<file path="config.mk">
export PLATFORM = sky130hd
export DESIGN_NAME = pdp_rdma_group_sched_flat
export DESIGN_NICKNAME = d
export VERILOG_FILES = /design/src/rtl/pdp_rdma_group_sched_if.sv /design/src/rtl/pdp_rdma_group_sched.sv /design/src/flat_wrapper.sv
export SDC_FILE = /design/constraint.sdc
export NUM_CORES = 1
export LEC_CHECK = 0
export ABC_AREA = 1
export CORE_MARGIN = 3
export CORE_UTILIZATION = 48
export CTS_BUF_LIST = sky130_fd_sc_hd__clkbuf_16
export CTS_CLUSTER_DIAMETER = 60
export DETAILED_ROUTE_END_ITERATION = 10
export PLACE_DENSITY = 0.87
export SLEW_MARGIN = 20
export SYNTH_ARGS = -nofsm -noshare
export SYNTH_HDL_FRONTEND = slang
export SYNTH_SLANG_ARGS = --single-unit
export TNS_END_PERCENT = 10
</file>
<file path="constraint.sdc">
create_clock -name nvdla_core_clk -period 3.31 [get_ports nvdla_core_clk]
set_clock_uncertainty 0.05 [all_clocks]
set_input_delay 0.662 -clock nvdla_core_clk [delete_from_list [all_inputs] [get_ports nvdla_core_clk]]
set_output_delay 0.662 -clock nvdla_core_clk [all_outputs]
set_load 0.005 [all_outputs]
</file>
<file path="src/rtl/pdp_rdma_group_sched_if.sv">
// Handshake and readback bundle between the PDP RDMA group scheduler, the
// register file (OP_ENABLE writes, status readback) and the datapath.
interface pdp_rdma_group_sched_if;
  logic [1:0] op_en_set;
  logic       op_done;
  logic       op_load;
  logic       op_group;
  logic       consumer;
  logic [1:0] status_0;
  logic [1:0] status_1;
  logic [1:0] op_en;
  logic [1:0] done_intr;
  logic       err_unexp_done;
  logic       err_timeout;

  // Scheduler side
  modport master (
    input  op_en_set,
    input  op_done,
    output op_load,
    output op_group,
    output consumer,
    output status_0,
    output status_1,
    output op_en,
    output done_intr,
    output err_unexp_done,
    output err_timeout
  );

  // Register file / datapath side
  modport slave (
    output op_en_set,
    output op_done,
    input  op_load,
    input  op_group,
    input  consumer,
    input  status_0,
    input  status_1,
    input  op_en,
    input  done_intr,
    input  err_unexp_done,
    input  err_timeout
  );
endinterface

</file>
<file path="src/rtl/pdp_rdma_group_sched.sv">
// Ping-pong register-group scheduler for the PDP RDMA engine.
// Tracks OP_ENABLE for groups 0/1, launches the group pointed to by the
// consumer pointer, sequences LOAD/RUN/DRAIN and flips the pointer on retire.
module pdp_rdma_group_sched #(
  parameter int unsigned DRAIN_CYC   = 4,
  parameter int unsigned TIMEOUT_CYC = 0
) (
  input  logic                           nvdla_core_clk,
  input  logic                           nvdla_core_rst,
  pdp_rdma_group_sched_if.master         grp
);

  localparam int unsigned     DW         = (DRAIN_CYC > 0) ? $clog2(DRAIN_CYC + 1) : 1;
  localparam logic [DW-1:0]   DRAIN_INIT = DW'(DRAIN_CYC);
  localparam logic [15:0]     WD_LAST    = 16'(TIMEOUT_CYC - 1);
  localparam bit              WD_EN      = (TIMEOUT_CYC != 0);

  typedef enum logic [1:0] {
    ST_IDLE,
    ST_LOAD,
    ST_RUN,
    ST_DRAIN
  } state_e;

  state_e        state_q;
  logic          consumer_q;
  logic [1:0]    op_en_q;
  logic [1:0]    op_en_d;
  logic          op_load_q;
  logic          err_unexp_q;
  logic          err_timeout_q;
  logic [DW-1:0] drain_cnt_q;
  logic [15:0]   wd_cnt_q;

  logic          wd_expire;
  logic          retire;
  logic          busy;
  logic [1:0]    status_0_w;
  logic [1:0]    status_1_w;
  logic [1:0]    done_intr_w;

  // Retire decode and OP_ENABLE next value; a set landing on the retire
  // cycle of the same group wins over the clear.
  always_comb begin
    wd_expire = WD_EN && (state_q == ST_RUN) && !grp.op_done && (wd_cnt_q == WD_LAST);
    retire    = ((state_q == ST_DRAIN) && (drain_cnt_q == '0)) || wd_expire;
    op_en_d   = op_en_q;
    if (retire) begin
      op_en_d[consumer_q] = 1'b0;
    end
    op_en_d = op_en_d | grp.op_en_set;
  end

  // Sequencer: IDLE -> LOAD -> RUN -> DRAIN -> retire, with registered op_load
  // and sticky error flags.
  always_ff @(posedge nvdla_core_clk) begin
    if (nvdla_core_rst) begin
      state_q       <= ST_IDLE;
      consumer_q    <= 1'b0;
      op_en_q       <= '0;
      op_load_q     <= 1'b0;
      err_unexp_q   <= 1'b0;
      err_timeout_q <= 1'b0;
      drain_cnt_q   <= '0;
      wd_cnt_q      <= '0;
    end else begin
      op_en_q   <= op_en_d;
      op_load_q <= 1'b0;
      if (grp.op_done && (state_q != ST_RUN)) begin
        err_unexp_q <= 1'b1;
      end
      case (state_q)
        ST_IDLE: begin
          // Only the consumer's group may start; the other group waits its turn.
          if (op_en_q[consumer_q]) begin
            state_q   <= ST_LOAD;
            op_load_q <= 1'b1;
          end
        end
        ST_LOAD: begin
          wd_cnt_q <= '0;
          state_q  <= ST_RUN;
        end
        ST_RUN: begin
          if (grp.op_done) begin
            drain_cnt_q <= DRAIN_INIT;
            state_q     <= ST_DRAIN;
          end else if (wd_expire) begin
            err_timeout_q <= 1'b1;
            consumer_q    <= ~consumer_q;
            state_q       <= ST_IDLE;
          end else if (WD_EN) begin
            wd_cnt_q <= wd_cnt_q + 16'd1;
          end
        end
        ST_DRAIN: begin
          if (drain_cnt_q == '0) begin
            consumer_q <= ~consumer_q;
            state_q    <= ST_IDLE;
          end else begin
            drain_cnt_q <= drain_cnt_q - DW'(1);
          end
        end
        default: state_q <= ST_IDLE;
      endcase
    end
  end

  // Status readback and retire interrupt. done_intr is asserted during the
  // retire cycle itself (needed for the op_done -> done_intr latency of
  // DRAIN_CYC+1), and is masked while reset aborts an operation.
  always_comb begin
    busy        = (state_q != ST_IDLE);
    status_0_w  = !op_en_q[0] ? 2'd0 : ((busy && !consumer_q) ? 2'd1 : 2'd2);
    status_1_w  = !op_en_q[1] ? 2'd0 : ((busy &&  consumer_q) ? 2'd1 : 2'd2);
    done_intr_w = '0;
    if (retire && !nvdla_core_rst) begin
      done_intr_w[consumer_q] = 1'b1;
    end
  end

  assign grp.op_load        = op_load_q;
  assign grp.op_group       = consumer_q;
  assign grp.consumer       = consumer_q;
  assign grp.status_0       = status_0_w;
  assign grp.status_1       = status_1_w;
  assign grp.op_en          = op_en_q;
  assign grp.done_intr      = done_intr_w;
  assign grp.err_unexp_done = err_unexp_q;
  assign grp.err_timeout    = err_timeout_q;

endmodule
</file>
<file path="src/flat_wrapper.sv">
// flat-port wrapper written by rule: the top's interface ports become plain ports
module pdp_rdma_group_sched_flat 
#(
  parameter int unsigned DRAIN_CYC   = 4,
  parameter int unsigned TIMEOUT_CYC = 0
)
  (nvdla_core_clk, nvdla_core_rst, grp_op_en_set, grp_op_done, grp_op_load, grp_op_group, grp_consumer, grp_status_0, grp_status_1, grp_op_en, grp_done_intr, grp_err_unexp_done, grp_err_timeout);
  pdp_rdma_group_sched_if grp_i ();
  input  logic nvdla_core_clk;
  input  logic nvdla_core_rst;
  input wire logic [$bits(grp_i.op_en_set)-1:0] grp_op_en_set;
  input wire logic [$bits(grp_i.op_done)-1:0] grp_op_done;
  output wire logic [$bits(grp_i.op_load)-1:0] grp_op_load;
  output wire logic [$bits(grp_i.op_group)-1:0] grp_op_group;
  output wire logic [$bits(grp_i.consumer)-1:0] grp_consumer;
  output wire logic [$bits(grp_i.status_0)-1:0] grp_status_0;
  output wire logic [$bits(grp_i.status_1)-1:0] grp_status_1;
  output wire logic [$bits(grp_i.op_en)-1:0] grp_op_en;
  output wire logic [$bits(grp_i.done_intr)-1:0] grp_done_intr;
  output wire logic [$bits(grp_i.err_unexp_done)-1:0] grp_err_unexp_done;
  output wire logic [$bits(grp_i.err_timeout)-1:0] grp_err_timeout;
  assign grp_i.op_en_set = grp_op_en_set;
  assign grp_i.op_done = grp_op_done;
  assign grp_op_load = grp_i.op_load;
  assign grp_op_group = grp_i.op_group;
  assign grp_consumer = grp_i.consumer;
  assign grp_status_0 = grp_i.status_0;
  assign grp_status_1 = grp_i.status_1;
  assign grp_op_en = grp_i.op_en;
  assign grp_done_intr = grp_i.done_intr;
  assign grp_err_unexp_done = grp_i.err_unexp_done;
  assign grp_err_timeout = grp_i.err_timeout;
  pdp_rdma_group_sched #(.DRAIN_CYC(DRAIN_CYC), .TIMEOUT_CYC(TIMEOUT_CYC)) u_core (.nvdla_core_clk(nvdla_core_clk), .nvdla_core_rst(nvdla_core_rst), .grp(grp_i));
endmodule
</file>
==> reports/results.ini, run 1 <==
[clock_network]
post_cts_buffers=0
cts_htree_levels=1
cts_tree=yes
ctsResizeCount=0
clk_pin_slew_worst_paths_ns=0.04
clock-sinks=10
clkLatencyLatePin_ns=0.24
cts_root_buf=clkbuf_16
cts.path.max_buffers=2
hold_buffers=0
numCtsBuffers=3

[critical_path]
path_class=primary input to output pin
arrival_ns=1.96
worstSetupStartpointType=primary input
critPathCaptureType=output pin
crit_path_max_fanout=8
cp.required_ns=2.60

[grt]
gr-total-overflow=0
grt_pass1_wl_um=2083
antenna_found_initial=0
first_global_vias=468
grt_max_degree=9
grt_use_total_pct=16.37

[yosys]
syn_avg_cell_area_um2=6.854
netlist_area_um2=630.6
yosys-top-cells-area=dfxtp_1 (32%), nor2_1 (11%), ha_1 (9.9%)
synth-async-reset-ratio_pct=0
ys_seq_area_share_pct=31.75
ys_warn_count=0
ys.flop_type=dfxtp_1
synth_nets=102
synth-edff-count=0
post-synth-top-count-cell=nor2_1
synth.top_cell.area_share_pct=31.75
yosys.area.top_type=dfxtp_1
syn_inst=92
ys_ff_latch=10
ys_types=22
synth_top_cells_by_count=nor2_1 (18), inv_1 (13), nand2_1 (11)

[cells_and_area]
antennaDiodeCount=0
final_area_um2=864.6
areaGrowthSynthToFinish_pct=37.10
nets=120
layout-drive-gt1-share_pct=15.74

[timing]
finalHoldViolCount=0
rsz0062_at_grt=no
finalSetupTns_ns=0
hold_ws_ns=0.4225
setup_viol=0
slew_violations=0
fin_crit_ns=2.675
max_freq_ghz=0.3738
finalCritPeriodShare_pct=80.81

[run]
maxCapViolations=0

[floorplanning]
dieArea_um2=1785
core_area_um2=1171
die_h_um=42.25
start_util_pct=53.85
rows=12
die_x_um=42.25
ioPinCount=18

[pwr]
p_leak_nw=0.3976
finalPower_mw=0.7721
ir_drop_mv=0.4809
powerDensity_nw_per_um2=893.0

[hold_path]
hp-class=flip-flop to flip-flop

[placed_design]
post-dp-hpwl_um=998.6
io_buffers=16
gp_congestion=0.8321
place_area_um2=789.5

[drt]
via_count=579
drc_errors=0
dr.pass1.iters=4
routed_wl_um=1331
via_per_inst=4.746
wl_per_cell_um=10.91
drt_iter0_markers=12
ant_nets=0

[outcome]
status=finished, final reports clean

-- placed cells by master, fill, tap and decap left out --
| cell | n |
|---|---|
| nor2_1 | 18 |
| clkdlybuf4s50_1 | 16 |
| inv_1 | 13 |
| nand2_1 | 11 |
| dfxtp_1 | 10 |
| a21oi_1 | 6 |
| ha_1 | 5 |
| inv_2 | 4 |
| nand3_1 | 4 |
| o21ai_1 | 4 |
| nor2_2 | 3 |
| clkbuf_16 | 3 |
| nand2_2 | 2 |
| a21boi_0 | 1 |
| nand3_4 | 1 |
| nor3_1 | 1 |
| nor2_4 | 1 |
| nand2_4 | 1 |
| nand3_2 | 1 |
| clkinv_1 | 1 |
| clkinv_2 | 1 |
| conb_1 | 1 |
-- sequential cells by signal, indices dropped and copies added, names as in the netlist --
register                   cells
u_core.grp.consumer            1
u_core.grp.op_en               2
u_core.grp.op_load             1
u_core.state_q                 2
u_core.grp.err_unexp_done      1
u_core.drain_cnt_q             3
-- layer usage --
| metal | share of wire [%] | global-route usage (%) | wire length (um) | vias to the layer above |
|---|---|---|---|---|
| li1 | - | - | - | 307 |
| met4 | 3.2 | 11.18 | 43 | 0 |
| met5 | 0 | 0 | 0 | - |
| met3 | 7.5 | 7.725 | 100 | 4 |
| met1 | 42 | 18.77 | 554 | 251 |
| met2 | 47 | 23.71 | 632 | 17 |
-- critical path, cell delays in order --
cell	delay, ns
clkdlybuf4s50_1	0.55
nor3_1	0.23
clkdlybuf4s50_1	0.53
-- final cells by class --
class / count / area (um2)
clock buffer: 3 / 75.07
inverter: 19 / 72.57
tap: 14 / 17.52
multi-input combinational: 60 / 339.1
sequential: 10 / 200.2
fill: 90 / 306.5
timing repair buffer: 16 / 160.2
-- cell families after synthesis --
group                      after synthesis  synth area share [%]
and+or+nand+nor                         43                 34.13
buffers and inverters                   22                 14.48
AOI/OAI and AO/OA                       11                 9.128
DFF                                     10                 31.75
adders and majority gates                5                 9.921
other                                    1                0.5947
-- path summary, 6_finish.rpt --
path                                         endpoint  slack, ns                   from  depth (start not counted)
worst max-delay path                 grp_done_intr[1]       0.64         nvdla_core_rst                          3
worst min-delay path            u_core.drain_cnt_q[1]       0.42  u_core.drain_cnt_q[1]                          2
worst max register to register    u_core.grp.op_en[0]       1.92      u_core.state_q[1]                          6
worst min register to register  u_core.drain_cnt_q[1]       0.42  u_core.drain_cnt_q[1]                          2
-- report_power, final --
| part | internal, mW | leakage, nW | total (mW) | switching, mW |
|---|---|---|---|---|
| Combinational | 0.158 | 0.278 | 0.372 | 0.214 |
| Clock | 0.156 | 0.0370 | 0.211 | 0.0544 |
| Sequential | 0.159 | 0.0827 | 0.190 | 0.0304 |
| Total | 0.473 | 0.398 | 0.772 | 0.299 |
-- per-stage QoR --
| stage | instances | utilization (%) | worst slack [ns] |
|---|---|---|---|
| 2_1_floorplan | 92 | - | 1.560 |
| 3_3_place_gp | 119 | 67.41 | 0.6742 |
| 3_5_place_dp | 119 | 67.41 | 0.6488 |
| 4_1_cts | 122 | 73.82 | 0.6454 |
| 5_1_grt | 122 | 73.82 | 0.5867 |
| 6_report | 122 | 73.82 | 0.6351 |
Note: power is estimated with default switching activity, not from simulation.
==> run 2: changes to the inputs <==
- CORE_UTILIZATION: 48 -> 45
- PLACE_DENSITY: 0.87 -> 0.83
- clock period: 3.31 -> 2.6 ns (I/O delays scaled with it)
==> run 2 against run 1 <==
Effect of this change:
- sequential cell count unchanged
- clock-buffer cell count unchanged
- cell count up 1.6%
- final area up 1.6%
- die area up 5.7%
- sequential share of layout area down 0.36 points
- critical path depth up 3
- utilization down 0.70 points
- critical path type is now flip-flop to output pin
- largest power group unchanged
==> reports/results.ini, run 2 (synthesis results as in run 1) <==
[cells_and_area]
final_cell_mix=nor2_1 (18), clkdlybuf4s50_1 (16), inv_1 (13), nand2_1 (11), dfxtp_1 (10)  ; unchanged
nets=121  ; was 120
antennaDiodeCount=0  ; unchanged
layoutNonFillerInstCount=124  ; was 122
areaGrowthSynthToFinish_pct=39.29  ; was 37.10%
layout_commonest_cell=nor2_1  ; unchanged
layout-drive-gt1-share_pct=17.27  ; was 15.74%
final_area_um2=878.3  ; was 864.6 um2
fin_util_pct=73.13  ; was 73.82%
largest_register_ffs=3  ; unchanged
largest-register=u_core.drain_cnt_q  ; unchanged
n_fill_cell=95  ; was 90

[clock_network]
clkLatencyLatePin_ns=0.24  ; about the same
clock-sinks=10  ; unchanged
numCtsBuffers=3  ; unchanged
cts.path.max_buffers=2  ; unchanged
clk_pin_slew_worst_paths_ns=0.04  ; about the same
cts_htree_levels=1  ; unchanged
cts_tree=yes  ; unchanged
cts_root_buf=clkbuf_16  ; unchanged

[grt]
antenna_found_initial=0  ; unchanged
grt_pass1_wl_um=2573  ; was 2083 um
gr-total-overflow=0  ; unchanged
first_global_vias=626  ; was 468
grt_use_total_pct=18.07  ; was 16.37%
grt_max_degree=8  ; was 9

[drt]
ant_nets=0  ; unchanged
dr.pass1.iters=4  ; unchanged
via_per_inst=4.790  ; was 4.746
wl_per_cell_um=11.62  ; was 10.91 um
via_count=594  ; was 579
drt_iter0_markers=6  ; was 12
routed_wl_um=1441  ; was 1331 um
drc_errors=0  ; unchanged

[timing]
finalHoldViolCount=0  ; unchanged
setup_ws_ns=0.1937  ; was 0.6351 ns
setup_viol=0  ; unchanged
slew_violations=0  ; unchanged
hold_ws_ns=0.4455  ; was 0.4225 ns
finalCritPeriodShare_pct=92.55
rsz0062_at_grt=no  ; unchanged
max_freq_ghz=0.4156
fin_crit_ns=2.406
finalSetupTns_ns=0  ; unchanged

[floorplanning]
rows=12  ; unchanged
die_h_um=43.44  ; was 42.25 um
core_area_um2=1201  ; was 1171 um2
die_x_um=43.44  ; was 42.25 um
start_util_pct=52.50  ; was 53.85%
ioPinCount=18  ; unchanged
dieArea_um2=1887  ; was 1785 um2

[placed_design]
post-dp-hpwl_um=1046  ; was 998.6 um
gp_congestion=0.7714  ; was 0.8321
dp_cells=120  ; was 119
dp_slack_ns=0.2804  ; was 0.6488 ns
io_buffers=16  ; unchanged
place_area_um2=797.0  ; was 789.5 um2

[critical_path]
cp.required_ns=2.03  ; was 2.60 ns
crit_path_max_fanout=6  ; was 8
startpoint=u_core.state_q[1]  ; was nvdla_core_rst
critPathCaptureType=output pin  ; unchanged
reg2reg_from=u_core.state_q[0]  ; was u_core.state_q[1]
worstSetupStartpointType=flip-flop  ; was primary input
path_class=flip-flop to output pin  ; was primary input to output pin
arrival_ns=1.84  ; was 1.96 ns

[pwr]
p_int_mw=0.6076  ; was 0.4734 mW
combPwrFrac_pct=47.8  ; was 48.1%
ir_drop_mv=1.007  ; was 0.4809 mV
switchingPower_mw=0.3844  ; was 0.2987 mW
clkPwrFrac_pct=27.7  ; was 27.3%
swShare_pct=38.75  ; was 38.69%
p_leak_nw=0.4017  ; was 0.3976 nW
powerDensity_nw_per_um2=1129  ; was 893.0 nW/um2
seq_power_share_pct=24.6  ; about the same
finalPower_mw=0.9919  ; was 0.7721 mW

[hold_path]
hp-class=flip-flop to flip-flop  ; unchanged
min_from=u_core.drain_cnt_q[2]  ; was u_core.drain_cnt_q[1]

[outcome]
status=finished, final reports clean  ; unchanged

[run]
maxCapViolations=0  ; unchanged

## run 2: cell types whose count changed in the layout (fill, tap and decap cells not counted)
cell / previous run / this run
buf_4: 0 / 1
clkinv_1: 1 / 2
ha_1: 5 / 4
ha_2: 0 / 1
## run 2: path summary, 6_finish.rpt
kind	endpoint	slack [ns]	depth (start not counted)
max	grp_done_intr[0]	0.19	6
min	u_core.drain_cnt_q[2]	0.45	2
max reg2reg	u_core.drain_cnt_q[1]	1.24	9
min reg2reg	u_core.drain_cnt_q[2]	0.45	2
## run 2: repair_timing
action	in CTS	in global routing
gates resized for setup	0	1
setup endpoints to repair	0	1
hold buffers	0	0
buffers inserted	0	0
## run 2: critical path: stages, from the launching register on
cell and delay [ns]:
dfxtp_1 0.37, ha_2 0.29, nand3_4 0.14, nor2_2 0.14, inv_1 0.08, nor2_1 0.08, clkdlybuf4s50_1 0.50
## run 2: layer usage
| layer | track usage (%) | wire [um] | up-vias |
|---|---|---|---|
| met2 | 30.38 | 679 | 17 |
| met3 | 7.884 | 103 | 2 |
| met1 | 20.60 | 643 | 264 |
| met5 | 0 | 0 | - |
| li1 | - | - | 311 |
| met4 | 5.422 | 14 | 0 |
## run 2: power by group through the flow
stage          Combinational (mW)  Sequential [mW]  Clock [mW]
2_1_floorplan               0.357            0.238           0
3_3_place_gp                0.456            0.241           0
3_5_place_dp                0.471            0.245           0
4_1_cts                     0.480            0.244       0.277
5_1_grt                     0.554            0.253       0.287
6_report                    0.474            0.244       0.274
## run 2: final cells by class
type / count / area [um2] / area share [%]
timing repair buffer: 17 / 167.7 / 19.09
clock inverter: 1 / 3.754 / 0.4274
inverter: 19 / 72.57 / 8.262
clock buffer: 3 / 75.07 / 8.547
multi-input combinational: 60 / 341.6 / 38.89
tap: 14 / 17.52 / 1.994
sequential: 10 / 200.2 / 22.79
